### config.mk
export PLATFORM = sky130hd
export DESIGN_NAME = dig_ct_driver
export DESIGN_NICKNAME = d
export VERILOG_FILES = /design/src/rtl/dig_ct_driver.sv
export SDC_FILE = /design/constraint.sdc
export NUM_CORES = 1
export LEC_CHECK = 0
export ABC_AREA = 0
export BUFFER_PORTS_ARGS = -buffer_cell sky130_fd_sc_hd__buf_4
export CAP_MARGIN = 20
export CORE_MARGIN = 5
export CORE_UTILIZATION = 49
export CTS_CLUSTER_SIZE = 16
export DETAILED_ROUTE_END_ITERATION = 6
export GPL_TIMING_DRIVEN = 0
export PLACE_DENSITY = 0.7
export SLEW_MARGIN = 30
export SYNTH_ARGS = -nofsm -noshare
export SYNTH_HDL_FRONTEND = slang
export SYNTH_SLANG_ARGS = --single-unit
### constraint.sdc
create_clock -name CLK -period 2.1 [get_ports CLK]
set_clock_uncertainty 0.15 [all_clocks]
set_input_delay 0 -clock CLK [delete_from_list [all_inputs] [get_ports CLK]]
set_output_delay 0 -clock CLK [all_outputs]
set_load 0.05 [all_outputs]
### src/rtl/dig_ct_driver.sv
// Stimulus driver and response checker for the 5-in/3-out registered logic cell.
// Drives a counter or LFSR vector stream and scores the cell against a golden model.
module dig_ct_driver #(
   parameter int         NUM_VEC = 32,
   parameter int         MODE    = 0,
   parameter logic [4:0] SEED    = 5'b00001
) (
   input  logic       CLK,
   input  logic       RST,
   input  logic       START,
   input  logic       RSP1,
   input  logic       RSP2,
   input  logic       RSP3,
   output logic       IN1,
   output logic       IN2,
   output logic       IN3,
   output logic       IN4,
   output logic       IN5,
   output logic       BUSY,
   output logic       DONE,
   output logic [7:0] ERR_CNT,
   output logic [4:0] FIRST_ERR_VEC,
   output logic [1:0] dbg_state
);

   typedef enum logic [1:0] {
      S_IDLE  = 2'd0,
      S_DRIVE = 2'd1,
      S_DRAIN = 2'd2,
      S_DONE  = 2'd3
   } state_t;

   localparam logic [9:0] LAST_IDX = 10'(NUM_VEC);

   state_t     state;
   state_t     state_nxt;
   logic [9:0] idx;
   logic [4:0] vec;
   logic [4:0] vec_first;
   logic [4:0] vec_next;
   logic [2:0] gold;
   logic [2:0] pipe_gold;
   logic [4:0] pipe_vec;
   logic       pipe_vld;
   logic       err_seen;
   logic       start_ok;
   logic       mismatch;

   assign start_ok = START && ((state == S_IDLE) || (state == S_DONE));

   always_comb begin
      state_nxt = state;
      case (state)
         S_IDLE:  if (START) state_nxt = S_DRIVE;
         S_DRIVE: if (idx == LAST_IDX) state_nxt = S_DRAIN;
         S_DRAIN: state_nxt = S_DONE;
         S_DONE:  if (START) state_nxt = S_DRIVE;
         default: state_nxt = S_IDLE;
      endcase
   end

   always_ff @(posedge CLK or negedge RST) begin
      if (!RST) state <= S_IDLE;
      else      state <= state_nxt;
   end

   // idx counts vectors already driven, so idx also names the next vector
   always_comb begin
      vec_first = 5'd0;
      vec_next  = idx[4:0];
      if (MODE == 1) begin
         vec_first = SEED;
         vec_next  = {vec[3:0], vec[4] ^ vec[2]};
      end
   end

   always_ff @(posedge CLK or negedge RST) begin
      if (!RST) begin
         idx <= 10'd0;
         vec <= 5'd0;
      end else if (start_ok) begin
         idx <= 10'd1;
         vec <= vec_first;
      end else if (state == S_DRIVE) begin
         if (idx == LAST_IDX) begin
            vec <= 5'd0;
         end else begin
            idx <= idx + 10'd1;
            vec <= vec_next;
         end
      end
   end

   assign gold = {~(~(vec[0] | vec[1]) & vec[2]),
                  ~(vec[1] & vec[2]),
                  vec[2] | ~vec[3] | vec[4]};

   // One stage matching the cell's own output register
   always_ff @(posedge CLK or negedge RST) begin
      if (!RST) begin
         pipe_vld  <= 1'b0;
         pipe_gold <= 3'd0;
         pipe_vec  <= 5'd0;
      end else begin
         pipe_vld  <= (state == S_DRIVE);
         pipe_gold <= gold;
         pipe_vec  <= vec;
      end
   end

   assign mismatch = pipe_vld && ({RSP1, RSP2, RSP3} != pipe_gold);

   always_ff @(posedge CLK or negedge RST) begin
      if (!RST) begin
         ERR_CNT       <= 8'd0;
         FIRST_ERR_VEC <= 5'd0;
         err_seen      <= 1'b0;
      end else if (start_ok) begin
         ERR_CNT       <= 8'd0;
         FIRST_ERR_VEC <= 5'd0;
         err_seen      <= 1'b0;
      end else if (mismatch) begin
         if (ERR_CNT != 8'hFF) ERR_CNT <= ERR_CNT + 8'd1;
         if (!err_seen) begin
            FIRST_ERR_VEC <= pipe_vec;
            err_seen      <= 1'b1;
         end
      end
   end

   assign {IN5, IN4, IN3, IN2, IN1} = vec;
   assign BUSY      = (state == S_DRIVE) || (state == S_DRAIN);
   assign DONE      = (state == S_DONE);
   assign dbg_state = state;

endmodule

After elaboration in Yosys (flattened, before gate mapping)
Index checks and enable logic that the tools add are counted.
- register bits after elaboration: 40
- input bits: 6
- word-level logic and storage cells: 60
- add/sub/neg operators: 2
- equal/unequal tests: 10
- muxes and demuxes: 17
- bitwise gates (word level): 9
- reduce and logical (&&, ||, !) cells: 13
- operators with widths (operator ; number):
    $mux 10 ; 3
    $mux 5 ; 6
    $mux 8 ; 3
    $add 10x1->10 const B ; 1
    $eq 10x6->1 const B ; 1
    $add 8x1->8 const B ; 1
    $ne 8x8->1 const B ; 1
    $reduce_and 2->1 ; 4
    $ne 2x1->1 const B ; 3
    $pmux 2 s3 ; 1
    $reduce_bool 2->1 ; 3
    $eq 2x2->1 const B ; 2
    $mux 2 ; 2
    $not 1->1 ; 4
    $ne 3x3->1 ; 1
    $or 1x1->1 ; 3
    $and 1x1->1 ; 2
    $eq 2x1->1 const B ; 1
    $logic_and 1x1->1 ; 2
    $logic_not 2->1 ; 1
    $logic_or 1x1->1 ; 2
    $mux 1 ; 2
    $ne 2x2->1 const B ; 1
    $reduce_or 2->1 ; 1

Logic depth before layout (Yosys ltp)
Gate-level depths: netlist of the first run.
- depth in word-level cells: 5
- mapped depth: 7

Worst setup path before layout of the first run
Ideal clock, no wire load.
- path type: reg-to-reg
- start point: register state[1], in the netlist dbg_state[1]
- end point: register idx[1]
- setup time: 0.132 ns
- arrival: 2.005 ns
- required time: 1.818 ns
- setup slack: -0.187 ns
- cell stages (with the launch flop): 7
- path buffers: 1
- clock period less this slack: 2.287 ns
- path through: dfrtp_1 -> inv_1 -> ha_1 -> inv_1 -> nor2_1 -> clkbuf_1 -> nor2_1
- cells in the longest elaborated chain, start to end: 5
- elaborated cells between the ends (all ways): 9
- RTL lines (element ; line ; text):
    from (decl) ; 35 ; state_t state;
    from (signal assigned) ; 64 ; else state <= state_nxt;
    $eq 2x2->1 / $logic_not 2->1 (equally long branches) ; 49 ; assign start_ok = START && ((state == S_IDLE) || (state == S_DONE));
    $logic_or 1x1->1 ; 49 ;
    $logic_and 1x1->1 ; 49 ;
    $ne 2x2->1 (no source line) / $reduce_bool 2->1 (equally long branches) ; -- ;
    $reduce_and 2->1 (no source line) ; -- ;
    to (signal assigned) ; 88 ; idx <= idx + 10'd1;
    to (decl) ; 37 ; logic [9:0] idx;
Several ways; a longest one is shown, not always the timed one.
A chain may end at the register's enable or synchronous reset.

Worst setup path after layout of the first run
- start point: register state[0], in the netlist dbg_state[0]
- end point: register vec[0]
- cells in the longest elaborated chain, start to end: 4
- elaborated cells between the ends (all ways): 7
- RTL lines (element ; line ; text):
    $eq 2x2->1 / $logic_not 2->1 (equally long branches) ; 49 ;
    $logic_or 1x1->1 ; 49 ;
    $logic_and 1x1->1 ; 49 ;
    $mux 5 / $reduce_bool 2->1 (equally long branches) ; -- ;
    to (signal assigned) ; 83 ; vec <= vec_first;
    to (signal assigned) ; 89 ; vec <= vec_next;
    to (decl) ; 38 ; logic [4:0] vec;
Several ways; a longest one is shown, not always the timed one.

==> results of run 1 <==
## worst max-delay path: cells and delay by family (launching register included)
family	cells	cell delay (ns)
buffers and inverters	2	0.53
and+or+nand+nor	2	0.34
adders and majority gates	1	0.35
DFF	1	0.44
## registers in the layout, summed over array words and instances, names as in the netlist
signal and cells:
idx 10, pipe_gold 3, ERR_CNT 8, pipe_vec 5
vec 5, dbg_state 2, err_seen 1, pipe_vld 1
FIRST_ERR_VEC 5
## metal layers
metal	vias to the layer above	share of wire	track usage	wire length, um
met5	-	0	0	0
met2	37	0.49	0.251	1800
li1	672	-	-	-
met1	691	0.44	0.220	1630
met3	4	0.059	0.0540	217
met4	0	0.0076	0.0564	28
## metrics by stage
step | setup WS, ns | hold WS (ns) | power (mW) | utilization | cell area [um2]
after global placement | 0.00161 | -0.158 | 2.36 | 0.577 | 2100
after global routing | 0.00322 | 0.115 | 3.26 | 0.622 | 2260
after CTS | 0.0750 | 0.0728 | 3.04 | 0.615 | 2240
after floorplan | 0.0457 | -0.446 | 2.02 | - | 1830
final | 0.150 | 0.0707 | 3.06 | 0.622 | 2260
after detailed placement | -0.0450 | -0.150 | 2.40 | 0.577 | 2100
## placed cells by master (no fill, tap or decap), types with 2 or more instances in the layout
cell type / n
a21oi_1: 10
a22oi_1: 2
and4_1: 2
buf_2: 3
buf_4: 30
clkbuf_8: 5
dfrtp_1: 38
dfrtp_2: 2
dlygate4sd3_1: 2
ha_1: 6
inv_1: 9
mux2i_1: 12
nand2_1: 13
nand2b_1: 2
nand3_1: 3
nand4_1: 4
nor2_1: 18
nor3b_1: 2
o21ai_0: 5
o31ai_1: 4
o41ai_1: 2
or3_1: 3
or4_1: 4
xnor2_1: 2
xor2_1: 6
## area by class of cell
cell class,instances,area (um2)
Inverter,9,33.8
Buffer,5,23.8
Multi-Input combinational cell,113,782
Timing Repair Buffer,32,245
Clock inverter,3,42.5
Sequential cell,40,1000
Tap cell,48,60.1
Fill cell,309,1370
Clock buffer,5,68.8
## what timing repair did
item | in CTS | in global routing
resized for setup | 1 | 2
hold endpoints to repair | 43 | 0
buffers inserted | 0 | 3
hold buffers | 2 | 0
endpoints found under the setup margin | 2 | 11
## cell families after synthesis
family,Yosys count,share of synthesized area
and+or+nand+nor,58,0.165
DFF,40,0.548
xor gates and xnor gates,8,0.0383
muxes,12,0.0657
AOI/OAI and AO/OA,29,0.112
adders and majority gates,6,0.0411
buffers and inverters,14,0.0308
## report_power, final
part | internal [mW] | switching [mW]
Clock | 0.351 | 0.262
Sequential | 0.936 | 0.156
Combinational | 0.455 | 0.898
## how the worst min path moves through the flow
stage	cells past startpoint	from	to	slack (ns)
floorplan	0	RST	ERR_CNT[0]	-0.45
CTS	2	RST	pipe_vec[2]	0.07
global placement	1	RST	err_seen	-0.16
global route	2	RST	FIRST_ERR_VEC[1]	0.12
finish	2	RST	FIRST_ERR_VEC[1]	0.07
detailed placement	1	RST	err_seen	-0.15
==> flow_metrics.tcl, run 1 <==
set metrics [dict create \
    die_h_um 71.1 \
    drv_slew 0 \
    antennaDiodeCount 0 \
    syn_avg_cell_area_um2 10.9 \
    synth_most_common_cell "dfrtp_1" \
    die_w_um 71.1 \
    design.portCount 28 \
    antenna_found_initial 0 \
    ys_ff_latch 40 \
    synth-async-reset-ratio 1.00 \
    drive_gt1_frac 0.251 \
    finalHoldViolCount 0 \
    status "finished, final reports clean" \
    synth_top_area_share 0.548 \
    ys.flop_type "dfrtp_1" \
    syn_nets 179 \
    grt_pass1_vias 1419 \
    cap_violations 0 \
    cts-root-buf "clkbuf_8" \
    antenna_left 0 \
    fin_crit_ns 1.95 \
    worst_ep_arrival_time_ns 1.96 \
    startpoint_type "flop" \
    max_freq_mhz 513 \
    synth-edff-count 0 \
    critPathRequiredTime_ns 2.11 \
    worstMarginPinSlew_ns 0.647 \
    cts_sinks 40 \
    port_buffers 27 \
    rr_startpoint "dbg_state[0]" \
    path_cells "ha_1 -> inv_1 -> nor2_2 -> clkbuf_1 -> nor2_1" \
    crit_path_end_kind "flop" \
    cts-htree-levels 2 \
    setup.worst_path.end "vec[0]" \
    crit_fanout 10 \
    setup.worst_path.start "dbg_state[0]" \
    power.leakage_nw 1.07 \
    hpwl_um 2610 \
    crit_slowest_cell "clkbuf_1" \
    netlist_top_cells_area "dfrtp_1 55%, mux2i_1 6.6%, ha_1 4.1%" \
    routedWlPerCell_um 14.4 \
    grt_setup_unrepaired "no" \
    final_cells 255 \
    finalCritPeriodShare 0.929 \
    start_util 0.503 \
    critPathKind "reg2reg" \
    finalSetupViolCount 0 \
    worstReg2RegEnd "vec[0]" \
    power.density_nw_per_um2 1350 \
    drt_first_pass_iters 4 \
    r2r_slack_ns 0.15 \
    grt_max_degree 41 \
    fin_setup_tns_ns 0 \
    viasPerCell 5.51 \
    post_synth_most_frequent_cells "40 x dfrtp_1, 19 x nor2_1, 13 x nand2_1, 12 x mux2i_1, 10 x a21oi_1" \
    drt_iter0_drc 84 \
    slowest_delay_ns 0.45 \
    worst_r2r_path_depth 5 \
    netlist_area_um2 1830 \
    yosysWarnings 0 \
    route.vias.total 1404 \
    die_area_um2 5050 \
    num_rows 22 \
    cts_tree "built" \
    cts_inserted_buffers 5 \
    min-delay-path-class "in2async" \
    drc_errors 0 \
    core_area_um2 3630 \
    synth_largest_area_cell "dfrtp_1" \
    path_clk_slew_ns 0.08 \
    peakVddDrop_v 0.000892 \
    clk_path_buf_depth 2 \
    grt_first_pass_wirelength_um 6640 \
    seq_area_frac_synth 0.548 \
    drt-total-wl_um 3670 \
    relSlewSlack 0.568 \
    dp.cells 242 \
    grtUsageTotal 0.164 \
    synth.distinct_cells 34 \
    synthCells 167 \
    clk_latency_ns 0.29 \
    area_delta_synth_final_pct 23.6 \
    gp_congestion 0.845 \
    grt_overflow 0 \
    finalNetCount 218 \
]
Note: power is estimated with default switching activity, not from simulation.
==> run 2, diff against run 1 <==
==> constraint.sdc (replaced) <==
create_clock -name CLK -period 2.17 [get_ports CLK]
set_clock_uncertainty 0.15 [all_clocks]
set_input_delay 0 -clock CLK [delete_from_list [all_inputs] [get_ports CLK]]
set_output_delay 0 -clock CLK [all_outputs]
set_load 0.05 [all_outputs]
==> flow_metrics.tcl, run 2 (same netlist as run 1, synthesis figures left out) <==
set metrics [dict create \
    status "finished, final reports clean" \
    peakVddDrop_v 0.000850 \
    drive_gt1_frac 0.230 \
    die_h_um 71.1 \
    cts_tree "built" \
    power.density_nw_per_um2 1300 \
    drt_first_pass_iters 4 \
    worstMarginPinSlew_ns 0.665 \
    drt-total-wl_um 3690 \
    route.vias.total 1382 \
    worst_ep_arrival_time_ns 2.08 \
    place_area_um2 2090 \
    path_common_cell "inv_1" \
    gp_congestion 0.843 \
    slowest_delay_ns 0.43 \
    critPathKind "reg2reg" \
    antenna_found_initial 0 \
    max_freq_mhz 496 \
    grt_setup_unrepaired "no" \
    crit_path_end_kind "flop" \
    core_area_um2 3630 \
    fin_crit_ns 2.01 \
    largest_reg_flops 10 \
    finalSetupViolCount 0 \
    hpwl_um 2590 \
    design.portCount 28 \
    cts-root-buf "clkbuf_8" \
    drc_errors 0 \
    antennaDiodeCount 0 \
    die_w_um 71.1 \
    worst_r2r_path_depth 7 \
    fin_setup_tns_ns 0 \
    clk_latency_ns 0.29 \
    finalHoldViolCount 0 \
    rr_startpoint "dbg_state[1]" \
    grtUsageTotal 0.163 \
    min-delay-path-class "in2async" \
    port_buffers 27 \
    drv_slew 0 \
    worstReg2RegEnd "idx[3]" \
    grt_max_degree 41 \
    cts-htree-levels 2 \
    routedWlPerCell_um 14.6 \
    grt_first_pass_wirelength_um 6560 \
    clk_path_buf_depth 2 \
    cts_inserted_buffers 5 \
    critPathRequiredTime_ns 2.23 \
    grt_overflow 0 \
    crit_slowest_cell "dfrtp_2" \
    die_area_um2 5050 \
    area_delta_synth_final_pct 22.2 \
    cap_violations 0 \
    largest_register "idx" \
    cts_sinks 40 \
    final_common_cell "dfrtp_1" \
    r2r_slack_ns 0.16 \
    finalNetCount 215 \
    final_area_um2 2230 \
    drt_iter0_drc 83 \
    power.leakage_nw 1.05 \
    layout_setup_ws_ns 0.155 \
    antenna_left 0 \
    num_rows 22 \
    startpoint_type "flop" \
    postCtsSetupBuffers 0 \
    start_util 0.503 \
    crit_fanout 10 \
    finalCritPeriodShare 0.928 \
    place_ws_ns 0.0503 \
    grt_pass1_vias 1391 \
    reg_top3 "idx (10), ERR_CNT (8)" \
    mostFrequentLayoutCells "39 x dfrtp_1, 27 x buf_4, 18 x nor2_1, 13 x nand2_1, 12 x mux2i_1" \
    relSlewSlack 0.556 \
    path_clk_slew_ns 0.07 \
    viasPerCell 5.48 \
    path_cells "inv_1 -> ha_1 -> buf_2 -> inv_1 -> a31oi_4 -> and4_1 -> mux2i_1" \
]
==> run 2: changes by cell type in the layout (fill, tap and decap cells not counted), sizes merged <==
cell,change
buf,-3
==> run 2: metrics by stage <==
stage | util | hold WS [ns] | total power [mW] | cells
after detailed placement | 0.576 | -0.149 | 2.32 | 242
after global placement | 0.576 | -0.158 | 2.28 | 242
after floorplan | - | -0.446 | 1.95 | 167
after CTS | 0.613 | 0.0790 | 2.93 | 252
final | 0.615 | 0.0625 | 2.91 | 252
after global routing | 0.615 | 0.119 | 3.10 | 252
==> run 2: worst max-delay path: cells and delay by family, from the launching register on <==
family                   cells  cell delay (ns)
multiplexers                 1             0.17
AO/OA/AOI/OAI                1             0.32
adder cells (fa/ha/maj)      1             0.18
buffers and inverters        3             0.42
AND/OR/NAND/NOR              1             0.26
flip-flops                   1             0.43
==> run 2: worst max path at each step <==
stage | startpoint | end | slack [ns] | cells after the start
4_1_cts | dbg_state[1] | idx[3] | 0.008 | 7
5_1_grt | dbg_state[1] | idx[3] | 0.02 | 7
2_1_floorplan | dbg_state[0] | idx[3] | 0.008 | 6
6_report | dbg_state[1] | idx[3] | 0.16 | 7
3_5_place_dp | dbg_state[1] | idx[3] | 0.05 | 7
3_3_place_gp | dbg_state[1] | idx[3] | 0.07 | 7
==> run 2: metal layers <==
metal | global-route usage | wire length, um | vias to the layer above | share of wire
li1 | - | - | 666 | -
met1 | 0.213 | 1620 | 671 | 0.44
met2 | 0.265 | 1800 | 35 | 0.49
met3 | 0.0369 | 197 | 10 | 0.053
met4 | 0.0626 | 75 | 0 | 0.020
met5 | 0 | 0 | - | 0
==> run 2: what timing repair did <==
item	4_1_cts	5_1_grt
setup endpoints to repair	0	5
endpoints found under the hold margin	41	0
hold buffers	2	0
resized for setup	0	1
==> run 2: area by class of cell <==
type / instances / area [um2]
buffer: 5 / 22.5
clock buffer: 5 / 68.8
clock inverter: 3 / 42.5
fill: 309 / 1400
inverter: 9 / 33.8
multi-input combinational: 113 / 782
sequential: 40 / 1000
tap: 48 / 60.1
timing repair buffer: 29 / 223
==> run 2: where the power goes <==
group	switching [mW]	total (mW)	internal (mW)
Clock	0.256	0.596	0.340
Combinational	0.859	1.26	0.401
Sequential	0.151	1.05	0.904
Total	1.27	2.91	1.65
==> run 3, diff against run 2 <==
--- a/config.mk
+++ b/config.mk
@@ -9,11 +9,10 @@
 export BUFFER_PORTS_ARGS = -buffer_cell sky130_fd_sc_hd__buf_4
 export CAP_MARGIN = 20
 export CORE_MARGIN = 5
-export CORE_UTILIZATION = 49
+export CORE_UTILIZATION = 30
 export CTS_CLUSTER_SIZE = 16
 export DETAILED_ROUTE_END_ITERATION = 6
 export GPL_TIMING_DRIVEN = 0
-export PLACE_DENSITY = 0.7
 export SLEW_MARGIN = 30
 export SYNTH_ARGS = -nofsm -noshare
 export SYNTH_HDL_FRONTEND = slang
==> flow_metrics.tcl, run 3 (same netlist as run 1, synthesis figures left out) <==
set metrics [dict create \
    status "finished, final reports clean" \
    fin_crit_ns 2.02 \
    max_freq_mhz 495 \
    cts-root-buf "clkbuf_8" \
    largest_reg_flops 10 \
    viasPerCell 4.89 \
    power.density_nw_per_um2 1290 \
    register_area_um2 1000 \
    antenna_left 0 \
    rr_startpoint "dbg_state[1]" \
    grt_max_degree 41 \
    grt_setup_unrepaired "no" \
    crit_fanout 10 \
    die_w_um 88.1 \
    cts_tree "built" \
    cts-htree-levels 2 \
    final_area_um2 2270 \
    finalSetupViolCount 0 \
    min-delay-path-class "in2async" \
    drc_errors 0 \
    place_ws_ns 0.0443 \
    grt_pass1_vias 1303 \
    dp.cells 269 \
    drt_iter0_drc 56 \
    hpwl_um 2570 \
    finalHoldViolCount 0 \
    core_area_um2 5920 \
    drive_gt1_frac 0.235 \
    finalNetCount 215 \
    gp_congestion 0.692 \
    multi_input_area_um2 782 \
    startpoint_type "flop" \
    design.portCount 28 \
    setup.worst_path.start "dbg_state[1]" \
    cts_sinks 40 \
    place_area_um2 2130 \
    start_util 0.309 \
    clk_path_buf_depth 2 \
    holdWs_ns 0.0561 \
    worstMarginPinSlew_ns 0.677 \
    mostFrequentLayoutCells "39 x dfrtp_1, 27 x buf_4, 18 x nor2_1, 13 x nand2_1, 12 x mux2i_1" \
    crit_path_end_kind "flop" \
    cap_violations 0 \
    area_delta_synth_final_pct 24.4 \
    fillers 592 \
    routedWlPerCell_um 13.4 \
    power.leakage_nw 1.06 \
    grtUsageTotal 0.107 \
    drv_slew 0 \
    largest_register "idx" \
    drt_first_pass_iters 4 \
    port_buffers 27 \
    grt_first_pass_wirelength_um 6320 \
    reg_top3 "idx (10), ERR_CNT (8)" \
    fin_setup_tns_ns 0 \
    final_common_cell "dfrtp_1" \
    critPathKind "reg2reg" \
    cts_inserted_buffers 5 \
    die_area_um2 7750 \
    peakVddDrop_v 0.000513 \
    relSlewSlack 0.548 \
    die_h_um 88.1 \
    layout_setup_ws_ns 0.149 \
    grt_overflow 0 \
    num_rows 28 \
    route.vias.total 1364 \
    antenna_found_initial 0 \
    antennaDiodeCount 0 \
    clk_latency_ns 0.29 \
    postCtsSetupBuffers 0 \
    drt-total-wl_um 3730 \
    critPathRequiredTime_ns 2.24 \
    worst_ep_arrival_time_ns 2.09 \
    path_clk_slew_ns 0.08 \
    final_cells 279 \
    finalCritPeriodShare 0.931 \
]
[run 3: changes by cell type in the layout (fill, tap and decap cells not counted), sizes merged]
| cell | previous run | this run |
|---|---|---|
| clkinv | 1 | 2 |
| clkinvlp | 1 | 0 |
[run 3: metrics by stage]
step	power, mW	util
floorplan	1.95	-
global placement	2.30	0.359
detailed placement	2.32	0.359
CTS	2.96	0.383
global route	3.12	0.384
finish	2.93	0.384
[run 3: area by class of cell]
| cell class | instances | area share |
|---|---|---|
| Sequential cell | 40 | 0.441 |
| Multi-Input combinational cell | 113 | 0.344 |
| Timing Repair Buffer | 29 | 0.0979 |
| Tap cell | 75 | 0.0413 |
| Clock buffer | 5 | 0.0303 |
| Clock inverter | 3 | 0.0209 |
| Inverter | 9 | 0.0149 |
| Buffer | 5 | 0.0105 |
[run 3: report_power, final]
part | total (mW) | switching, mW | internal [mW]
clock | 0.624 | 0.277 | 0.346
sequential | 1.05 | 0.151 | 0.903
combinational | 1.25 | 0.850 | 0.402
[run 3: path summary, 6_finish.rpt]
kind,endpoint,slack [ns],depth (start not counted)
setup / recovery,idx[3],0.15,7
hold / removal,pipe_vec[0],0.06,2
setup reg to reg,idx[3],0.15,7
hold reg to reg,pipe_vec[4],0.28,0
max in group asynchronous,dbg_state[1],1.44,2
min in group CLK,pipe_vec[4],0.28,0
[run 3: critical path, stage by stage (launching register included)]
cell     delay (ns)
dfrtp_2        0.43
inv_1          0.09
ha_1           0.17
buf_2          0.24
inv_1          0.12
a31oi_4        0.31
and4_1         0.26
mux2i_1        0.18
[run 3: routing by layer]
metal / part of all wire / track usage
met1: 0.45 / 0.136
met2: 0.48 / 0.168
met4: 0.017 / 0.0371
met5: 0 / 0
met3: 0.055 / 0.0386
[run 3: what timing repair did]
action                                  in CTS  in global routing
resized for setup                            0                  3
endpoints found under the hold margin       44                  0
hold buffers                                 2                  0
endpoints found under the setup margin       0                 13
